[config.mk]
export PLATFORM = sky130hd
export DESIGN_NAME = rst_sequencer
export DESIGN_NICKNAME = d
export VERILOG_FILES = /design/src/rtl/rst_sequencer.sv
export SDC_FILE = /design/constraint.sdc
export NUM_CORES = 1
export LEC_CHECK = 0
export ABC_AREA = 1
export CORE_AREA = 2 2 45 47
export CTS_BUF_LIST = sky130_fd_sc_hd__clkbuf_16
export DETAILED_ROUTE_END_ITERATION = 10
export DIE_AREA = 0 0 47 49
export GPL_TIMING_DRIVEN = 1
export PLACE_DENSITY_LB_ADDON = 0.05
export SYNTH_ARGS = -nofsm -noshare
export SYNTH_HDL_FRONTEND = slang
export SYNTH_SLANG_ARGS = --single-unit
export TNS_END_PERCENT = 50
[constraint.sdc]
create_clock -name clk -period 3.9 [get_ports clk]
set_input_delay 0.39 -clock clk [delete_from_list [all_inputs] [get_ports clk]]
set_output_delay 0.39 -clock clk [all_outputs]
set_load 0.1 [all_outputs]
[src/rtl/rst_sequencer.sv]
// rst_sequencer
//   Releases N downstream reset domains one at a time, lowest index first,
//   with DELAY clocks between releases. Reset assertion is asynchronous
//   (asyncrst_n low clears every register immediately, no clock needed);
//   de-assertion is synchronous through a two-flop synchronizer. A
//   software warm reset re-asserts all domains, holds them for HOLD clocks,
//   then re-runs the release sequence.
//
// Ports
//   clk         single clock, all logic on posedge
//   asyncrst_n  asynchronous active-low reset
//   sw_rst_req  synchronous active-high warm-reset request (level sampled)
//   rst_n_out   per-domain active-low resets, bit 0 released first
//   seq_done    high once every domain is released
//   busy        high whenever the sequencer is not in DONE
module rst_sequencer #(
  parameter int N     = 4,
  parameter int DELAY = 16,
  parameter int HOLD  = 8
) (
  input  logic         clk,
  input  logic         asyncrst_n,
  input  logic         sw_rst_req,
  output logic [N-1:0] rst_n_out,
  output logic         seq_done,
  output logic         busy
);

  localparam int MAX_DH = (DELAY > HOLD) ? DELAY : HOLD;
  localparam int CW     = $clog2(MAX_DH) + 1;
  localparam int IW     = (N > 1) ? $clog2(N) : 1;

  localparam logic [CW-1:0] DELAY_LAST = CW'(DELAY - 1);
  localparam logic [CW-1:0] HOLD_LAST  = CW'(HOLD - 1);
  localparam logic [IW-1:0] IDX_LAST   = IW'(N - 1);

  typedef enum logic [1:0] {
    ST_ASSERT,
    ST_RELEASE,
    ST_HOLD,
    ST_DONE
  } state_t;

  state_t        state;
  logic          sff1;
  logic          sync;
  logic [IW-1:0] idx;
  logic [CW-1:0] cnt;
  logic [N-1:0]  rel_mask;
  logic          sync_rise;

  // One-hot select of the domain due for release next.
  for (genvar gi = 0; gi < N; gi++) begin : g_mask
    assign rel_mask[gi] = (idx == IW'(gi));
  end

  // True on the edge where the second synchronizer flop captures its first
  // 1, so the sequence starts counting on that same edge.
  assign sync_rise = sff1 & ~sync;

  assign busy = (state != ST_DONE);

  always_ff @(posedge clk or negedge asyncrst_n) begin
    if (!asyncrst_n) begin
      sff1      <= 1'b0;
      sync      <= 1'b0;
      state     <= ST_ASSERT;
      idx       <= '0;
      cnt       <= '0;
      rst_n_out <= '0;
      seq_done  <= 1'b0;
    end else begin
      sff1 <= 1'b1;
      sync <= sff1;

      case (state)
        ST_ASSERT: begin
          // Warm-reset requests are ignored until the sequence has started.
          if (sync_rise) begin
            state <= ST_RELEASE;
            cnt   <= '0;
            idx   <= '0;
          end
        end

        ST_RELEASE: begin
          if (sw_rst_req) begin
            // Warm reset wins over a release due on this same edge.
            rst_n_out <= '0;
            seq_done  <= 1'b0;
            idx       <= '0;
            cnt       <= '0;
            state     <= ST_HOLD;
          end else if (cnt == DELAY_LAST) begin
            rst_n_out <= rst_n_out | rel_mask;
            cnt       <= '0;
            idx       <= idx + 1'b1;
            if (idx == IDX_LAST) begin
              seq_done <= 1'b1;
              state    <= ST_DONE;
            end
          end else begin
            cnt <= cnt + 1'b1;
          end
        end

        ST_HOLD: begin
          if (sw_rst_req) begin
            // A request while holding restarts the hold window.
            cnt <= '0;
          end else if (cnt == HOLD_LAST) begin
            cnt   <= '0;
            state <= ST_RELEASE;
          end else begin
            cnt <= cnt + 1'b1;
          end
        end

        ST_DONE: begin
          if (sw_rst_req) begin
            rst_n_out <= '0;
            seq_done  <= 1'b0;
            idx       <= '0;
            cnt       <= '0;
            state     <= ST_HOLD;
          end
        end

        default: begin
          state <= ST_ASSERT;
        end
      endcase
    end
  end

endmodule

==> results.md, run 1 <==
* Number of CTS-inserted buffers at 3
* Skew-Pair Late Insertion Delay at 0.25 ns
* Yosys synthesis warning count at 0
* PnR worst setup slack at 1.31 ns
* Commonest non-fill, non-tap cells in the layout: nand2_1, dfrtp_1, inv_1
* Pin count of the biggest net entering global routing at 17
* DRT iter0 DRCs at 20
* Clk root buf: clkbuf_16
* R2R setup slack at 2.27 ns
* Hpwl dp at 1400 um
* Die height at 49 um
* Crit path kind: reg -> out
* Worst-margin pin slew at 0.966 ns
* Grt met1 use at 25.8%
* Crit start category: register
* Post-Layout Cell Count at 168
* Clock Skew at 0.00316 ns
* Core box area at 0.00184 mm2
* Diodes inserted at 0
* Filler cells at 160
* Routed Antenna Nets at 0
* Die area at 0.00230 mm2
* Port Buffer Count at 8
* Syn_area_per_cell at 7.98 um2
* Grt peak-use layer: met2
* Post-Route WL at 1780 um
* Final period util at 66.3%
* First-pass GRT wire length at 3150 um
* Net Count, Synth at 144
* Sink Count at 16
* Worst vdd ir at 445 uV
* Placed instance count at 164
* Vias per cell at 4.76
* Layout area overhead at 18.7%
* H-tree levels at 1
* Fin. max-slew vios at 0
* Met3 usage at 4.07%
* Gpl congestion at 0.812
* Bufs on Longest Clock Path at 2
* Die W at 47 um
* HP Class: reg -> reg
* Io pins at 9
* Post-CTS Setup Inserts at 0
* Sequential share of the synthesized area at 38.9%
* Effective utilization at floorplan at 55.9%
* Non-Filler Cell Area, Final at 0.00122 mm2
* Mapped Cells at 129
* CP Max Fanout at 6
* RSZ-0062 raised after global routing: no
* Final min period at 2.59 ns
* Final hold slack at 0.375 ns
* Post_cts resized at 0
* WP data arrival at 2.20 ns
* Pwr Total at 0.995 mW
* Nets at 157
* Status: complete, no violations
* TritonCTS clock tree: yes
* Vias in the first global route at 749
* Met2 usage at 28.5%
* Setup violations, final at 0
* DP Worst Slack at 1.58 ns
* Placed inst area at 0.00114 mm2
* # DRC at 0
* Site Rows at 16
* Util after Layout at 66.4%
* Wire per inst at 10.6 um
* Post-Synthesis Cell Area at 0.00103 mm2
* CTS clk-pin slew, worst paths at 0.05 ns
* Via count at 799
* CTS Hold Bufs at 0
* Layout cell share with drive strength beyond 1 at 9.93%
* Most common cell after layout, fill and taps aside: nand2_1
* Hold Violations, Final at 0
* Pleak at 0.630 nW
* CP required at 3.51 ns
* Slew margin rel. at 35.4%
* Total Routing Usage GR at 19.5%
* Pre-Repair DR Iteration Count at 4
* Max Freq at 387 MHz
* Initial antenna violation count at 0
* Final setup TNS at 0 ns
* Overflow left after global routing at 0
* Crit. End Element: primary output
* Power Dens Cells at 814 mW/mm2
* Post-synthesis register bit count at 16
* Unique masters post-synth at 21
* Max_cap viols at 0
cells in the mapped netlist, drive strengths merged:
cell type  number  share of area (%)
nand3b          2                1.5
conb            1               0.36
nand4           1               0.61
nand3           7                3.9
o21a            1               0.73
or2             1               0.61
inv            16                5.8
ha             12                 15
nor2           12                6.1
nand2          48                 20
o211ai          4                2.9
a21oi           1               0.49
o21ai           7                3.4
dfrtp          16                 39
worst max-delay path, cell delays in order (launching register included):
cell and delay (ns):
dfrtp_1 0.42, ha_1 0.26, inv_2 0.12, clkdlybuf4s50_1 1.14
final cells by class:
class                   count  area [um2]  area share (%)
multi-input cells          97         569            46.6
repair buffers              8        80.1            6.55
flip-flops and latches     16         400            32.8
clock inverters             1        3.75           0.307
well taps                  27        33.8            2.76
inverters                  16        60.1            4.91
clock buffers               3        75.1            6.14
power by group:
part | internal [mW] | leakage (nW) | switching [mW]
clock | 0.136 | 0.0385 | 0.0671
combinational | 0.157 | 0.382 | 0.387
sequential | 0.210 | 0.210 | 0.0377
total | 0.503 | 0.630 | 0.492
worst paths after layout:
kind                             from            to  cells past startpoint
max                          state[1]          busy                      3
min                              sff1          sync                      0
max reg2reg                    cnt[0]      state[0]                     11
min reg2reg                      sff1          sync                      0
max in group asynchronous  asyncrst_n        cnt[1]                      1
min in group asynchronous  asyncrst_n  rst_n_out[3]                      1
registers in the layout, summed over array words and instances (netlist names):
name and cells:
state 2, seq_done 1, rst_n_out 4, cnt 5, sff1 1, sync 1
idx 2
per-layer routing:
| metal | part of all wire (%) | routed length, um |
|---|---|---|
| met5 | 0 | 0 |
| met4 | 2.4 | 43 |
| met3 | 3.9 | 69 |
| met1 | 48 | 855 |
| met2 | 46 | 812 |
cell families after synthesis:
group,Yosys count,share of synthesized area [%]
buffers and inverters,16,5.83
AND/OR/NAND/NOR,71,32.8
other,1,0.364
flip-flops,16,38.9
adder cells (fa/ha/maj),12,14.6
AO/OA/AOI/OAI,13,7.53
No activity file was read; power rests on OpenSTA's default activity.
==> run 2: changes to the inputs <==
--- a/config.mk
+++ b/config.mk
@@ -6,10 +6,10 @@
 export NUM_CORES = 1
 export LEC_CHECK = 0
 export ABC_AREA = 1
-export CORE_AREA = 2 2 45 47
+export CORE_AREA = 2 2 55 42
 export CTS_BUF_LIST = sky130_fd_sc_hd__clkbuf_16
 export DETAILED_ROUTE_END_ITERATION = 10
-export DIE_AREA = 0 0 47 49
+export DIE_AREA = 0 0 57 44
 export GPL_TIMING_DRIVEN = 1
 export PLACE_DENSITY_LB_ADDON = 0.05
 export SYNTH_ARGS = -nofsm -noshare
==> constraint.sdc (replaced) <==
create_clock -name clk -period 2.4 [get_ports clk]
set_input_delay 0.24 -clock clk [delete_from_list [all_inputs] [get_ports clk]]
set_output_delay 0.24 -clock clk [all_outputs]
set_load 0.1 [all_outputs]
==> results.md, run 2 (synthesized netlist as in run 1, its figures left out) <==
* Fin. max-slew vios at 0 (unchanged)
* Hold Violations, Final at 0 (unchanged)
* Final setup TNS at 0 ns (unchanged)
* Post-CTS Setup Inserts at 0 (unchanged)
* Routed Antenna Nets at 0 (unchanged)
* DRT iter0 DRCs at 25 (was 20)
* Post_cts resized at 0 (unchanged)
* Clk root buf: clkbuf_16 (unchanged)
* Filler cells at 195 (was 160)
* Sink Count at 16 (unchanged)
* Critical-path cell list: ha_1, nand2_1, nor2_1, ha_1, nor2_1, nand2_2, nand3_2, nand2_1, o21ai_1 (was ha_1, inv_2, clkdlybuf4s50_1)
* Pleak at 0.639 nW (was 0.630 nW)
* RSZ-0062 raised after global routing: no (unchanged)
* Skew-Pair Late Insertion Delay at 0.25 ns (about the same)
* Worst vdd ir at 1030 uV (was 445 uV)
* Diodes inserted at 0 (unchanged)
* Total Routing Usage GR at 19.7% (was 19.5%)
* Effective utilization at floorplan at 51.6% (was 55.9%)
* Flip-flop count of the largest register after layout at 5 (unchanged)
* TritonCTS clock tree: yes (unchanged)
* First-pass GRT wire length at 3710 um (was 3150 um)
* CP max stage delay at 0.40 ns (was 1.14 ns)
* Port Buffer Count at 8 (unchanged)
* Multi-input logic area at 569 um2 (unchanged)
* HP Class: reg -> reg (unchanged)
* Final period util at 69.1%
* Die W at 57 um (was 47 um)
* Power Dens Cells at 1370 mW/mm2 (was 814 mW/mm2)
* WP data arrival at 1.79 ns (was 2.20 ns)
* Switching fraction of total power at 50.7% (was 49.4%)
* Crit-path slowest cell: dfrtp_1 (was clkdlybuf4s50_1)
* Layout area overhead at 16.9% (was 18.7%)
* Psw at 0.835 mW (was 0.492 mW)
* Crit path depth at 9 (was 3)
* Vias in the first global route at 791 (was 749)
* Placed inst area at 0.00112 mm2 (was 0.00114 mm2)
* Wire per inst at 12.8 um (was 10.6 um)
* Io pins at 9 (unchanged)
* Clock Skew at 0.00277 ns (was 0.00316 ns)
* # DRC at 0 (unchanged)
* CTS Hold Bufs at 0 (unchanged)
* Largest Register: cnt (unchanged)
* Final min period at 1.66 ns
* Hold path cells at 0 (unchanged)
* CP required at 2.53 ns (was 3.51 ns)
* Worst Path Buf+Inv at 0 (was 2)
* Overflow left after global routing at 0 (unchanged)
* Max_cap viols at 0 (unchanged)
* Layout cell share with drive strength beyond 1 at 14.2% (was 9.93%)
* Clock Power Share at 20.0% (was 20.4%)
* Cells on worst reg2reg path at 9 (was 11)
* Crit. End Element: register (was primary output)
* Commonest non-fill, non-tap cells in the layout: nand2_1, dfrtp_1, inv_1 (unchanged)
* Seq pwr share at 24.8% (was 24.9%)
* Comb power frac at 55.2% (was 54.7%)
* Die area at 0.00251 mm2 (was 0.00230 mm2)
* Site Rows at 14 (was 16)
* Post-Route WL at 2120 um (was 1780 um)
* Pin count of the biggest net entering global routing at 17 (unchanged)
* Die height at 44 um (was 49 um)
* Number of CTS-inserted buffers at 3 (unchanged)
* Hpwl dp at 1590 um (was 1400 um)
* Non-Filler Cell Area, Final at 0.00120 mm2 (was 0.00122 mm2)
* Sequential cell area at 400 um2 (unchanged)
* Gpl congestion at 0.870 (was 0.812)
* CTS clk-pin slew, worst paths at 0.05 ns (about the same)
* Via count at 823 (was 799)
* Nets at 157 (unchanged)
* Status: complete, no violations (unchanged)
* H-tree levels at 1 (unchanged)
* CP Max Fanout at 8 (was 6)
* Pre-Repair DR Iteration Count at 4 (unchanged)
* Worst-margin pin slew at 0.747 ns (was 0.966 ns)
* Bufs on Longest Clock Path at 2 (unchanged)
* Crit start category: register (unchanged)
* Crit-path leading delay family: simple AND/OR/NAND/NOR gates (was buffers and inverters)
* P_int at 0.812 mW (was 0.503 mW)
* Vias per cell at 4.99 (was 4.76)
* Max Freq at 603 MHz
* Largest registers: cnt (5), rst_n_out (4) (unchanged)
* Core box area at 0.00200 mm2 (was 0.00184 mm2)
* Most common cell after layout, fill and taps aside: nand2_1 (unchanged)
* Initial antenna violation count at 0 (unchanged)
* Slew margin rel. at 50.1% (was 35.4%)
* Setup violations, final at 0 (unchanged)
* Pwr Total at 1.65 mW (was 0.995 mW)
* Crit path kind: reg -> reg (was reg -> out)
## run 2: cell types whose count changed in the layout (fill, tap and decap cells not counted), sizes merged
cell and delta:
buf +6, clkdlybuf4s50 -6
## run 2: per-layer routing
layer,global-route usage [%],up-vias,wire length (um)
li1,-,431,-
met1,27.4,377,1080
met2,31.3,15,934
met3,6.27,0,101
met4,2.79,0,0
met5,0,-,0
## run 2: layout make-up
type	count	share of cell area, %
clock buffers	3	6.24
clock inverters	1	0.312
inverters	16	4.99
multi-input cells	97	47.3
flip-flops and latches	16	33.3
well taps	24	2.49
repair buffers	8	5.41
## run 2: worst register-to-register path, delay by kind of cell (launching register included)
family	cells	cell delay (ns)
adder cells (fa/ha/maj)	2	0.41
AND/OR/NAND/NOR	6	0.67
flip-flops	1	0.40
AO/OA/AOI/OAI	1	0.07
## run 2: final timing paths
| check | startpoint | endpoint | slack [ns] |
|---|---|---|---|
| setup / recovery | cnt[0] | rst_n_out[1] | 0.74 |
| hold / removal | sff1 | sync | 0.38 |
| setup reg to reg | cnt[0] | rst_n_out[1] | 0.74 |
| hold reg to reg | sff1 | sync | 0.38 |
| max in group asynchronous | asyncrst_n | cnt[2] | 1.49 |
| min in group asynchronous | asyncrst_n | state[1] | 0.44 |
## run 2: power by group through the flow
stage	sequential (mW)	clock (mW)	combinational, mW
final	0.408	0.329	0.909
after global routing	0.419	0.347	0.996
after CTS	0.407	0.337	0.917
after detailed placement	0.412	0	0.903
after global placement	0.406	0	0.886
after floorplan	0.605	0	0.510
## run 2: stage by stage
step / util, % / instances / setup slack [ns] / hold slack [ns]
final: 60.3 / 165 / 0.741 / 0.379
after global routing: 60.3 / 165 / 0.564 / 0.402
after CTS: 60.3 / 165 / 0.741 / 0.382
after detailed placement: 56.3 / 161 / 0.748 / 0.370
after global placement: 56.3 / 161 / 0.780 / 0.365
after floorplan: - / 129 / 0.749 / -0.0556
==> run 3: changes to the inputs <==
--- a/config.mk
+++ b/config.mk
@@ -6,10 +6,10 @@
 export NUM_CORES = 1
 export LEC_CHECK = 0
 export ABC_AREA = 1
-export CORE_AREA = 2 2 55 42
+export CORE_AREA = 2 2 58 43
 export CTS_BUF_LIST = sky130_fd_sc_hd__clkbuf_16
 export DETAILED_ROUTE_END_ITERATION = 10
-export DIE_AREA = 0 0 57 44
+export DIE_AREA = 0 0 60 45
 export GPL_TIMING_DRIVEN = 1
 export PLACE_DENSITY_LB_ADDON = 0.05
 export SYNTH_ARGS = -nofsm -noshare
==> constraint.sdc (replaced) <==
create_clock -name clk -period 1.5 [get_ports clk]
set_input_delay 0.15 -clock clk [delete_from_list [all_inputs] [get_ports clk]]
set_output_delay 0.15 -clock clk [all_outputs]
set_load 0.1 [all_outputs]
==> results.md, run 3 (synthesized netlist as in run 1, its figures left out) <==
* Met2 WL post-DR at 952 um (was 934 um)
* Crit start category: register (unchanged)
* Pre-Repair DR Iteration Count at 4 (unchanged)
* Clock Skew at 0.00210 ns (was 0.00277 ns)
* Util after Layout at 68.7% (was 60.3%)
* CP Max Fanout at 3 (was 8)
* Die height at 45 um (was 44 um)
* CTS clk-pin slew, worst paths at 0.05 ns (about the same)
* Site Rows at 14 (unchanged)
* Post-Layout Cell Count at 185 (was 165)
* Crit-path slowest cell: dfrtp_1 (unchanged)
* First-pass GRT wire length at 3530 um (was 3710 um)
* Pleak at 0.749 nW (was 0.639 nW)
* Most common cell after layout, fill and taps aside: nand2_1 (unchanged)
* Failing checks: setup timing
* WP data arrival at 1.64 ns (was 1.79 ns)
* Die area at 0.00270 mm2 (was 0.00251 mm2)
* Crit. End Element: register (unchanged)
* Nets at 170 (was 157)
* TritonCTS clock tree: yes (unchanged)
* Die W at 60 um (was 57 um)
* Diodes inserted at 0 (unchanged)
* Wire per inst at 12.0 um (was 12.8 um)
* Power Dens Cells at 2010 mW/mm2 (was 1370 mW/mm2)
* Routed Antenna Nets at 0 (unchanged)
* Commonest non-fill, non-tap cells in the layout: nand2_1, dfrtp_1, inv_1 (unchanged)
* Core box area at 0.00212 mm2 (was 0.00200 mm2)
* Hold Violations, Final at 0 (unchanged)
* Pin count of the biggest net entering global routing at 17 (unchanged)
* Top sig layer: met4 (was met3)
* Vias per cell at 4.84 (was 4.99)
* WL met3 at 137 um (was 101 um)
* CP max stage delay at 0.41 ns (was 0.40 ns)
* Most frequent cell on the critical path: nand2_4
* RSZ-0062 raised after global routing: yes (was no)
* Max_cap viols at 0 (unchanged)
* Largest registers: cnt (5), rst_n_out (4) (unchanged)
* Final min period at 1.51 ns (was 1.66 ns)
* Final period util at 101% (was 69.1%)
* DRT iter0 DRCs at 23 (was 25)
* Worst vdd ir at 1020 uV (was 1030 uV)
* Total Routing Usage GR at 18.7% (was 19.7%)
* Overflow left after global routing at 0 (unchanged)
* H-tree levels at 1 (unchanged)
* Flip-flop count of the largest register after layout at 5 (unchanged)
* HP Class: in -> async (was reg -> reg)
* Placed instance count at 179 (was 161)
* CP required at 1.63 ns (was 2.53 ns)
* Layout area overhead at 41.4% (was 16.9%)
* Sink Count at 16 (unchanged)
* Final setup TNS at -0.0112 ns (was 0 ns)
* Max Freq at 662 MHz (was 603 MHz)
* Layout cell share with drive strength beyond 1 at 28.1% (was 14.2%)
* PnR worst setup slack at -0.0112 ns (was 0.741 ns)
* Status: finished, violations left (was complete, no violations)
* Skew-Pair Late Insertion Delay at 0.24 ns (was 0.25 ns)
* Post-Route WL at 2230 um (was 2120 um)
* Largest Register: cnt (unchanged)
* Number of CTS-inserted buffers at 3 (unchanged)
* DP Worst Slack at -0.0499 ns (was 0.748 ns)
* Initial antenna violation count at 0 (unchanged)
* Gpl congestion at 0.812 (was 0.870)
* Setup violations, final at 1 (was 0)
* Via count at 895 (was 823)
* Cells on worst reg2reg path at 9 (unchanged)
* Pwr Total at 2.93 mW (was 1.65 mW)
* Hpwl dp at 1570 um (was 1590 um)
* Met1 Wirelength at 1110 um (was 1080 um)
* Port Buffer Count at 8 (unchanged)
* Bufs on Longest Clock Path at 2 (unchanged)
* Fin. max-slew vios at 0 (unchanged)
* CTS Hold Bufs at 0 (unchanged)
* Vias in the first global route at 772 (was 791)
* # DRC at 0 (unchanged)
* Crit path kind: reg -> reg (unchanged)
* Critical-path cell list: ha_4, nand2_4, nor2_4, ha_4, nor2_4, nand2_4, nand2_4, nor2_1, o21a_1 (was ha_1, nand2_1, nor2_1, ha_1, nor2_1, nand2_2, nand3_2, nand2_1, o21ai_1)
* Effective utilization at floorplan at 48.6% (was 51.6%)
* Io pins at 9 (unchanged)
* Clk root buf: clkbuf_16 (unchanged)
-- run 3: changes by cell type in the layout (fill, tap and decap cells not counted), sizes merged --
cell    before  now
buf          6   19
clkinv       1    0
-- run 3: critical path, delay by kind of cell (launching register included) --
family,cells,cell delay [ns]
compound gates,1,0.18
simple gates,6,0.47
fa+ha+maj,2,0.35
flops,1,0.41
-- run 3: final timing paths --
| check | from | to | slack [ns] |
|---|---|---|---|
| max reg2reg | cnt[0] | seq_done | -0.01 |
| min reg2reg | sff1 | sync | 0.38 |
| min in group clk | sff1 | sync | 0.38 |
| min | asyncrst_n | rst_n_out[1] | 0.25 |
| max | cnt[0] | seq_done | -0.01 |
| max in group asynchronous | asyncrst_n | state[1] | 1.07 |
-- run 3: per-layer routing --
layer / vias up / global-route usage [%]
li1: 458 / -
met1: 406 / 26.4
met2: 27 / 26.1
met3: 4 / 7.16
met4: 0 / 6.67
met5: - / 0
-- run 3: report_power, final --
group | switching [mW] | internal, mW
clock | 0.156 | 0.349
sequential | 0.123 | 0.546
combinational | 1.12 | 0.640
-- run 3: repair_timing --
action | in CTS | in global routing
setup endpoints to repair | 10 | 14
gates resized for setup | 6 | 12
setup buffers | 1 | 2
pin swaps | 1 | 5
hold endpoints to repair | 0 | 0
-- run 3: final cells by class --
type / count / area (um2)
fillers: 169 / 663
flip-flops and latches: 16 / 400
clock buffers: 3 / 75.1
repair buffers: 21 / 241
well taps: 32 / 40.0
multi-input cells: 97 / 634
inverters: 16 / 65.1
-- run 3: stage by stage --
| stage | cell area, um2 | hold slack (ns) |
|---|---|---|
| final | 1460 | 0.246 |
| after global placement | 1290 | 0.367 |
| after detailed placement | 1290 | 0.370 |
| after CTS | 1390 | 0.255 |
| after global routing | 1460 | 0.263 |
| after floorplan | 1030 | -0.146 |
